File: src/rtl/gm_pkg.sv
// Shared constants, state/class encodings and the 3x3 neighbour table
// for the gradient-magnitude double-threshold stage.
package gm_pkg;

  localparam int DATA_W = 24;
  localparam int WIN    = 3;
  localparam int N      = WIN * WIN;
  localparam int IDX_W  = 4;

  localparam logic [DATA_W-1:0] EDGE_VAL = DATA_W'(255);

  typedef enum logic [1:0] {
    IDLE     = 2'd0,
    CLASSIFY = 2'd1,
    HYST     = 2'd2,
    DONE     = 2'd3
  } state_t;

  typedef logic [1:0] cls_t;

  localparam cls_t CLS_NONE   = 2'b00;
  localparam cls_t CLS_WEAK   = 2'b01;
  localparam cls_t CLS_STRONG = 2'b10;

  // bit k set when element k is 8-adjacent to the indexing element
  localparam logic [N-1:0] NBR_MASK [N] = '{
    9'h01A, 9'h03D, 9'h032,
    9'h0D3, 9'h1EF, 9'h196,
    9'h098, 9'h178, 9'h0B0
  };

endpackage

File: src/rtl/gm_double_threshold_if.sv
// Enable/done handshake plus window and threshold buses.
// master drives window/thresholds/Enable; slave returns img_result/done.
interface gm_double_threshold_if;
  import gm_pkg::*;

  logic                  Enable;
  logic [N*DATA_W-1:0]   GM_T;
  logic [DATA_W-1:0]     high_thr;
  logic [DATA_W-1:0]     low_thr;
  logic [N*DATA_W-1:0]   img_result;
  logic                  done;

  modport master (
    output Enable, GM_T, high_thr, low_thr,
    input  img_result, done
  );

  modport slave (
    input  Enable, GM_T, high_thr, low_thr,
    output img_result, done
  );

endinterface

File: src/rtl/gm_thr_classify.sv
// Combinational strong/weak/none classifier for one element.
// Ports: g, high_thr, low_thr in; cls out (gm_pkg class code).
module gm_thr_classify
  import gm_pkg::*;
(
  input  logic [DATA_W-1:0] g,
  input  logic [DATA_W-1:0] high_thr,
  input  logic [DATA_W-1:0] low_thr,
  output cls_t              cls
);

  // strong is tested first, so an inverted low/high pair never
  // yields a weak element
  always_comb begin
    cls = CLS_NONE;
    if (g >= high_thr)
      cls = CLS_STRONG;
    else if (g >= low_thr)
      cls = CLS_WEAK;
  end

endmodule

File: src/rtl/gm_double_threshold.sv
// Double threshold + hysteresis over one 3x3 GM window.
// Ports: Clock, reset (sync, active-high), bus (slave handshake).
module gm_double_threshold
  import gm_pkg::*;
(
  input  logic                 Clock,
  input  logic                 reset,
  gm_double_threshold_if.slave bus
);

  state_t             state;
  state_t             state_n;
  logic [IDX_W-1:0]   idx;
  cls_t               cls_q [N];
  logic [DATA_W-1:0]  gm_q [N];
  logic [DATA_W-1:0]  hi_q;
  logic [DATA_W-1:0]  lo_q;
  logic [N*DATA_W-1:0] img_q;
  logic               done_q;

  cls_t               cls_cur;
  logic [N-1:0]       strong_vec;
  logic               nbr_hit;
  logic [DATA_W-1:0]  elem_val;
  logic               last;

  assign bus.img_result = img_q;
  assign bus.done       = done_q;
  assign last           = (idx == IDX_W'(N - 1));

  gm_thr_classify u_cls (
    .g        (gm_q[idx]),
    .high_thr (hi_q),
    .low_thr  (lo_q),
    .cls      (cls_cur)
  );

  always_comb begin
    strong_vec = '0;
    for (int k = 0; k < N; k++)
      strong_vec[k] = (cls_q[k] == CLS_STRONG);
  end

  assign nbr_hit = |(NBR_MASK[idx] & strong_vec);

  always_comb begin
    elem_val = '0;
    unique case (cls_q[idx])
      CLS_STRONG: elem_val = EDGE_VAL;
      CLS_WEAK:   elem_val = nbr_hit ? EDGE_VAL : '0;
      default:    elem_val = '0;
    endcase
  end

  always_comb begin
    state_n = state;
    unique case (state)
      IDLE:
        if (bus.Enable) state_n = CLASSIFY;
      CLASSIFY:
        if (!bus.Enable) state_n = IDLE;
        else if (last)   state_n = HYST;
      HYST:
        if (!bus.Enable) state_n = IDLE;
        else if (last)   state_n = DONE;
      DONE:
        if (!bus.Enable) state_n = IDLE;
      default:
        state_n = IDLE;
    endcase
  end

  always_ff @(posedge Clock) begin
    if (reset) begin
      state  <= IDLE;
      idx    <= '0;
      done_q <= 1'b0;
      img_q  <= '0;
      hi_q   <= '0;
      lo_q   <= '0;
      for (int k = 0; k < N; k++) begin
        cls_q[k] <= CLS_NONE;
        gm_q[k]  <= '0;
      end
    end else begin
      state <= state_n;
      unique case (state)
        IDLE: begin
          done_q <= 1'b0;
          if (bus.Enable) begin
            idx  <= '0;
            hi_q <= bus.high_thr;
            lo_q <= bus.low_thr;
            for (int k = 0; k < N; k++)
              gm_q[k] <= bus.GM_T[k*DATA_W +: DATA_W];
          end
        end
        CLASSIFY: begin
          if (!bus.Enable) begin
            img_q <= '0;
            idx   <= '0;
          end else begin
            cls_q[idx] <= cls_cur;
            idx        <= last ? '0 : idx + 1'b1;
          end
        end
        HYST: begin
          if (!bus.Enable) begin
            img_q <= '0;
            idx   <= '0;
          end else begin
            img_q[idx*DATA_W +: DATA_W] <= elem_val;
            idx <= last ? '0 : idx + 1'b1;
          end
        end
        DONE:
          done_q <= bus.Enable;
        default: ;
      endcase
    end
  end

endmodule

File: src/flat_wrapper.sv
// flat-port wrapper written by rule: the top's interface ports become plain ports
module gm_double_threshold_flat import gm_pkg::*;
  (Clock, reset, bus_Enable, bus_GM_T, bus_high_thr, bus_low_thr, bus_img_result, bus_done);
  gm_double_threshold_if bus_i ();
  input  logic Clock;
  input  logic reset;
  input wire logic [$bits(bus_i.Enable)-1:0] bus_Enable;
  input wire logic [$bits(bus_i.GM_T)-1:0] bus_GM_T;
  input wire logic [$bits(bus_i.high_thr)-1:0] bus_high_thr;
  input wire logic [$bits(bus_i.low_thr)-1:0] bus_low_thr;
  output wire logic [$bits(bus_i.img_result)-1:0] bus_img_result;
  output wire logic [$bits(bus_i.done)-1:0] bus_done;
  assign bus_i.Enable = bus_Enable;
  assign bus_i.GM_T = bus_GM_T;
  assign bus_i.high_thr = bus_high_thr;
  assign bus_i.low_thr = bus_low_thr;
  assign bus_img_result = bus_i.img_result;
  assign bus_done = bus_i.done;
  gm_double_threshold u_core (.Clock(Clock), .reset(reset), .bus(bus_i));
endmodule
File: config.mk
export PLATFORM = sky130hd
export DESIGN_NAME = gm_double_threshold_flat
export DESIGN_NICKNAME = d
export VERILOG_FILES = /design/src/rtl/gm_pkg.sv /design/src/rtl/gm_double_threshold_if.sv /design/src/rtl/gm_thr_classify.sv /design/src/rtl/gm_double_threshold.sv /design/src/flat_wrapper.sv
export SDC_FILE = /design/constraint.sdc
export NUM_CORES = 1
export LEC_CHECK = 0
export ABC_CLOCK_PERIOD_IN_PS = 13770
export CORE_MARGIN = 2
export CORE_UTILIZATION = 30
export CTS_CLUSTER_DIAMETER = 30
export DETAILED_ROUTE_END_ITERATION = 16
export PLACE_DENSITY_LB_ADDON = 0.08
export SLEW_MARGIN = 10
export SYNTH_ARGS = -nofsm -noshare
export SYNTH_HDL_FRONTEND = slang
export SYNTH_SLANG_ARGS = --single-unit
File: constraint.sdc
create_clock -name Clock -period 13.77 [get_ports Clock]
set_clock_uncertainty 0.15 [all_clocks]
set_input_delay 4.131 -clock Clock [delete_from_list [all_inputs] [get_ports Clock]]
set_output_delay 4.131 -clock Clock [all_outputs]
set_load 0.02 [all_outputs]
==> Flow_metrics.wiki <==
{| class="wikitable"
! Metric !! Value
|-
| Cell types with the highest counts after synthesis || sky130_fd_sc_hd__edfxtp_1 (248), sky130_fd_sc_hd__and2_1 (221), sky130_fd_sc_hd__buf_4 (190), sky130_fd_sc_hd__nand2_1 (119), sky130_fd_sc_hd__o21ai_0 (92)
|-
| Clk pin slew, worst setup/hold paths || 0.04 ns
|-
| Sum of overflow across all layers after global routing || 0
|-
| Category of the most critical setup path || in -> reg
|-
| CP arrival || 6.71 ns
|-
| Area growth from synthesis to layout || 40.4%
|-
| GRT Util Overall || 16.6%
|-
| Critical Path, Cell by Cell || clkdlybuf4s50_1 > a21oi_1 > inv_8 > buf_4
|-
| Final max-slew violation count || 0
|-
| Average wire per cell in the routed design || 19.0 um
|-
| Gate Count Post-Synth || 1541
|-
| Final count of hold timing violations || 0
|-
| WL final || 51600 um
|-
| Global-route wire length before repair || 76500 um
|-
| Top_reg_cell synth || sky130_fd_sc_hd__edfxtp_1
|-
| Area of the mapped netlist || 17700 sq um
|-
| Post-synthesis register bit count || 334
|-
| Relative slew slack || 17.8%
|-
| Required arrival time at the worst endpoint || 13.85 ns
|-
| Type of the tightest min-delay check || reg -> reg
|-
| Post-synthesis async set-or-reset flop share || 0%
|-
| Yosys warns || 0
|-
| Number of cells in the finished layout apart from fillers || 2711
|-
| Antenna violations before repair || 5
|-
| Number of optimization iterations in the first detailed-route pass || 5
|-
| Min Clock Period, post-route || 6.63 ns
|-
| Top-count cell post-synth || sky130_fd_sc_hd__edfxtp_1
|-
| Leakage power total || 0.00909 uW
|-
| Design Area, Final || 24900 sq um
|-
| Reported max-cap violation count || 0
|-
| Initial cell density of the core || 30.2%
|-
| Resize count post-CTS || 0
|-
| CTS Root Buffer Type || sky130_fd_sc_hd__clkbuf_16
|-
| DR vias || 12500
|-
| Average cell area after synthesis || 11.5 sq um
|-
| Clock network latency to the later pin of the worst-skew pair || 0.62 ns
|-
| Share of power burned in combinational logic || 12.1%
|-
| Highest Clock Rate || 151 MHz
|-
| Slew of the pin with the lowest slew margin || 1.23 ns
|-
| Die height || 247 um
|-
| Most area-consuming cells after synthesis || sky130_fd_sc_hd__edfxtp_1 (42%), sky130_fd_sc_hd__dfxtp_1 (9.7%), sky130_fd_sc_hd__buf_4 (8.0%)
|-
| Crit-path slowest cell || sky130_fd_sc_hd__buf_4
|-
| PortBufs || 483
|-
| H-tree depth || 3
|-
| Number of hold buffers added after CTS || 0
|-
| IR drop worst, VDD || 86.5 uV
|-
| Placed cell count || 2540
|-
| Max incr delay on CP || 0.92 ns
|-
| Crit path buffers/inverters || 3
|-
| Crit-path leading delay family || buffers and inverters
|-
| HPWL reported at the end of detailed placement || 37100 um
|-
| CTS Sinks || 334
|-
| Run status || finished, final reports clean
|-
| Post-synthesis cell type with the largest combined area || sky130_fd_sc_hd__edfxtp_1
|-
| Fraction of power consumed by the clock network || 55.0%
|-
| Final worst hold slack || 0.329 ns
|-
| Number of enable-type register cells in the synthesized netlist || 248
|-
| Number of global-route vias before repair || 12700
|-
| Number of nets with antenna violations after detailed routing || 0
|-
| Share of the synthesized area in the top cell type || 42.0%
|-
| Gp weighted congestion || 0.892
|-
| Share of layout cells above drive strength 1 || 12.4%
|-
| Clock tree buffer depth || 3
|-
| PD cells || 146 nW/um^2
|-
| Cts bufs inserted || 91
|-
| Switching power share of the total || 25.0%
|-
| Number of setup violations in the final report || 0
|-
| # nets final || 2194
|-
| Internal Dissipation || 2730 uW
|-
| Reported net switching power || 913 uW
|-
| Fraction of the cycle the final worst path needs || 48.2%
|-
| Count of unique library cells instantiated by Yosys || 67
|-
| Die W || 247 um
|-
| Synthesized netlist net count || 1875
|-
| Max FO, Critical Path || 90
|-
| Final TNS setup || 0 ns
|-
| Site row count || 89
|-
| IO Count || 484
|-
| Pin count of the biggest net entering global routing || 265
|-
| Unrepaired setup endpoints after global routing || no
|-
| Die outline area || 61100 sq um
|-
| Starting DRC count in detailed routing || 877
|-
| Share of total power in sequential cells || 32.9%
|-
| Placed standard-cell area || 21900 sq um
|-
| Final routed DRC violation total || 0
|-
| Core ar. || 58800 sq um
|-
| Crit path capture type || flop
|-
| CTS tree || done
|-
| Startpoint type of the worst setup path || primary input
|-
| Vias per cell || 4.62
|-
| Post-synthesis sequential area ratio || 51.7%
|-
| Buffer count from post-CTS setup fixing || 0
|}
## through the flow
stage	utilization, %	setup WS [ns]	total power, uW
global placement	37.3	6.53	1660
CTS	42.4	7.14	3700
floorplan	-	2.17	1480
finish	42.4	7.14	3650
detailed placement	37.3	6.49	1660
global route	42.4	6.93	3810
## flip-flops by register name (all words and copies together) (netlist names), named ones only
name / flops
u_core.state: 2
u_core.bus.img_result: 27
u_core.gm_q: 216
u_core.cls_q: 32
u_core.hi_q: 24
u_core.bus.done: 1
u_core.idx: 4
u_core.lo_q: 24
## layout make-up
type | count | area [sq um]
fillers | 5582 | 33900
flip-flops and latches | 334 | 9180
repair buffers | 493 | 4920
clock buffers | 111 | 2400
inverters | 67 | 259
clock inverters | 59 | 592
well taps | 773 | 967
multi-input cells | 873 | 6590
diodes | 1 | 2.50
## worst paths after layout
kind,end,slack [ns],from,cells after the start
worst max-delay path,u_core.gm_q[3][4]$_SDFFCE_PN0P_,7.14,bus_Enable,4
worst max register to register,u_core.cls_q[15][0]$_DFFE_PP_,8.09,flop,13
worst min-delay path,u_core.hi_q[15]$_SDFFE_PP0P_,0.33,u_core.hi_q[15]$_SDFFE_PP0P_,2
worst min register to register,u_core.hi_q[15]$_SDFFE_PP0P_,0.33,u_core.hi_q[15]$_SDFFE_PP0P_,2
## worst reg2reg max path: cells and delay by family, from the launching register on
kind / cells / cell delay (ns)
compound gates: 5 / 1.49
fa+ha+maj: 1 / 0.34
buf+inv: 2 / 1.14
flops: 1 / 0.60
mux: 2 / 0.94
simple gates: 3 / 0.75
## kinds of logic (layout without fill, tap and decap cells)
kind of cell,after synthesis,count (layout),synth area share (%)
AOI/OAI and AO/OA,221,221,7.81
xor gates and xnor gates,9,9,0.635
adders and majority gates,67,67,4.73
buffers and inverters,334,730,11.2
DFF,334,334,51.7
muxes,86,86,8.95
other,0,1,0
and+or+nand+nor,490,490,15.0
## cells in the final DEF (no fill, tap or decap), types with 43 or more instances in the layout
master and instances:
sky130_fd_sc_hd__nand2_1 119, sky130_fd_sc_hd__a21oi_1 43, sky130_fd_sc_hd__inv_1 64, sky130_fd_sc_hd__clkdlybuf4s50_1 483, sky130_fd_sc_hd__o21ai_0 92, sky130_fd_sc_hd__mux4_2 58
sky130_fd_sc_hd__clkbuf_16 91, sky130_fd_sc_hd__edfxtp_1 248, sky130_fd_sc_hd__dfxtp_1 82, sky130_fd_sc_hd__and2_1 221, sky130_fd_sc_hd__ha_1 67
## power by group through the flow
| stage | Sequential, uW | Clock, uW | Combinational [uW] |
|---|---|---|---|
| 2_1_floorplan | 1220 | 0 | 264 |
| 3_3_place_gp | 1220 | 0 | 445 |
| 3_5_place_dp | 1220 | 0 | 445 |
| 4_1_cts | 1200 | 2050 | 447 |
| 5_1_grt | 1210 | 2110 | 487 |
| 6_report | 1200 | 2010 | 440 |
## metal layers
metal	share of wire, %	vias to the layer above	GRT usage [%]
met5	0.025	-	0
met4	1.5	2	5.35
met3	6.3	57	3.73
met2	48	439	26.6
met1	44	6042	22.1
li1	-	5974	-
(Power assumes the default switching activity.)
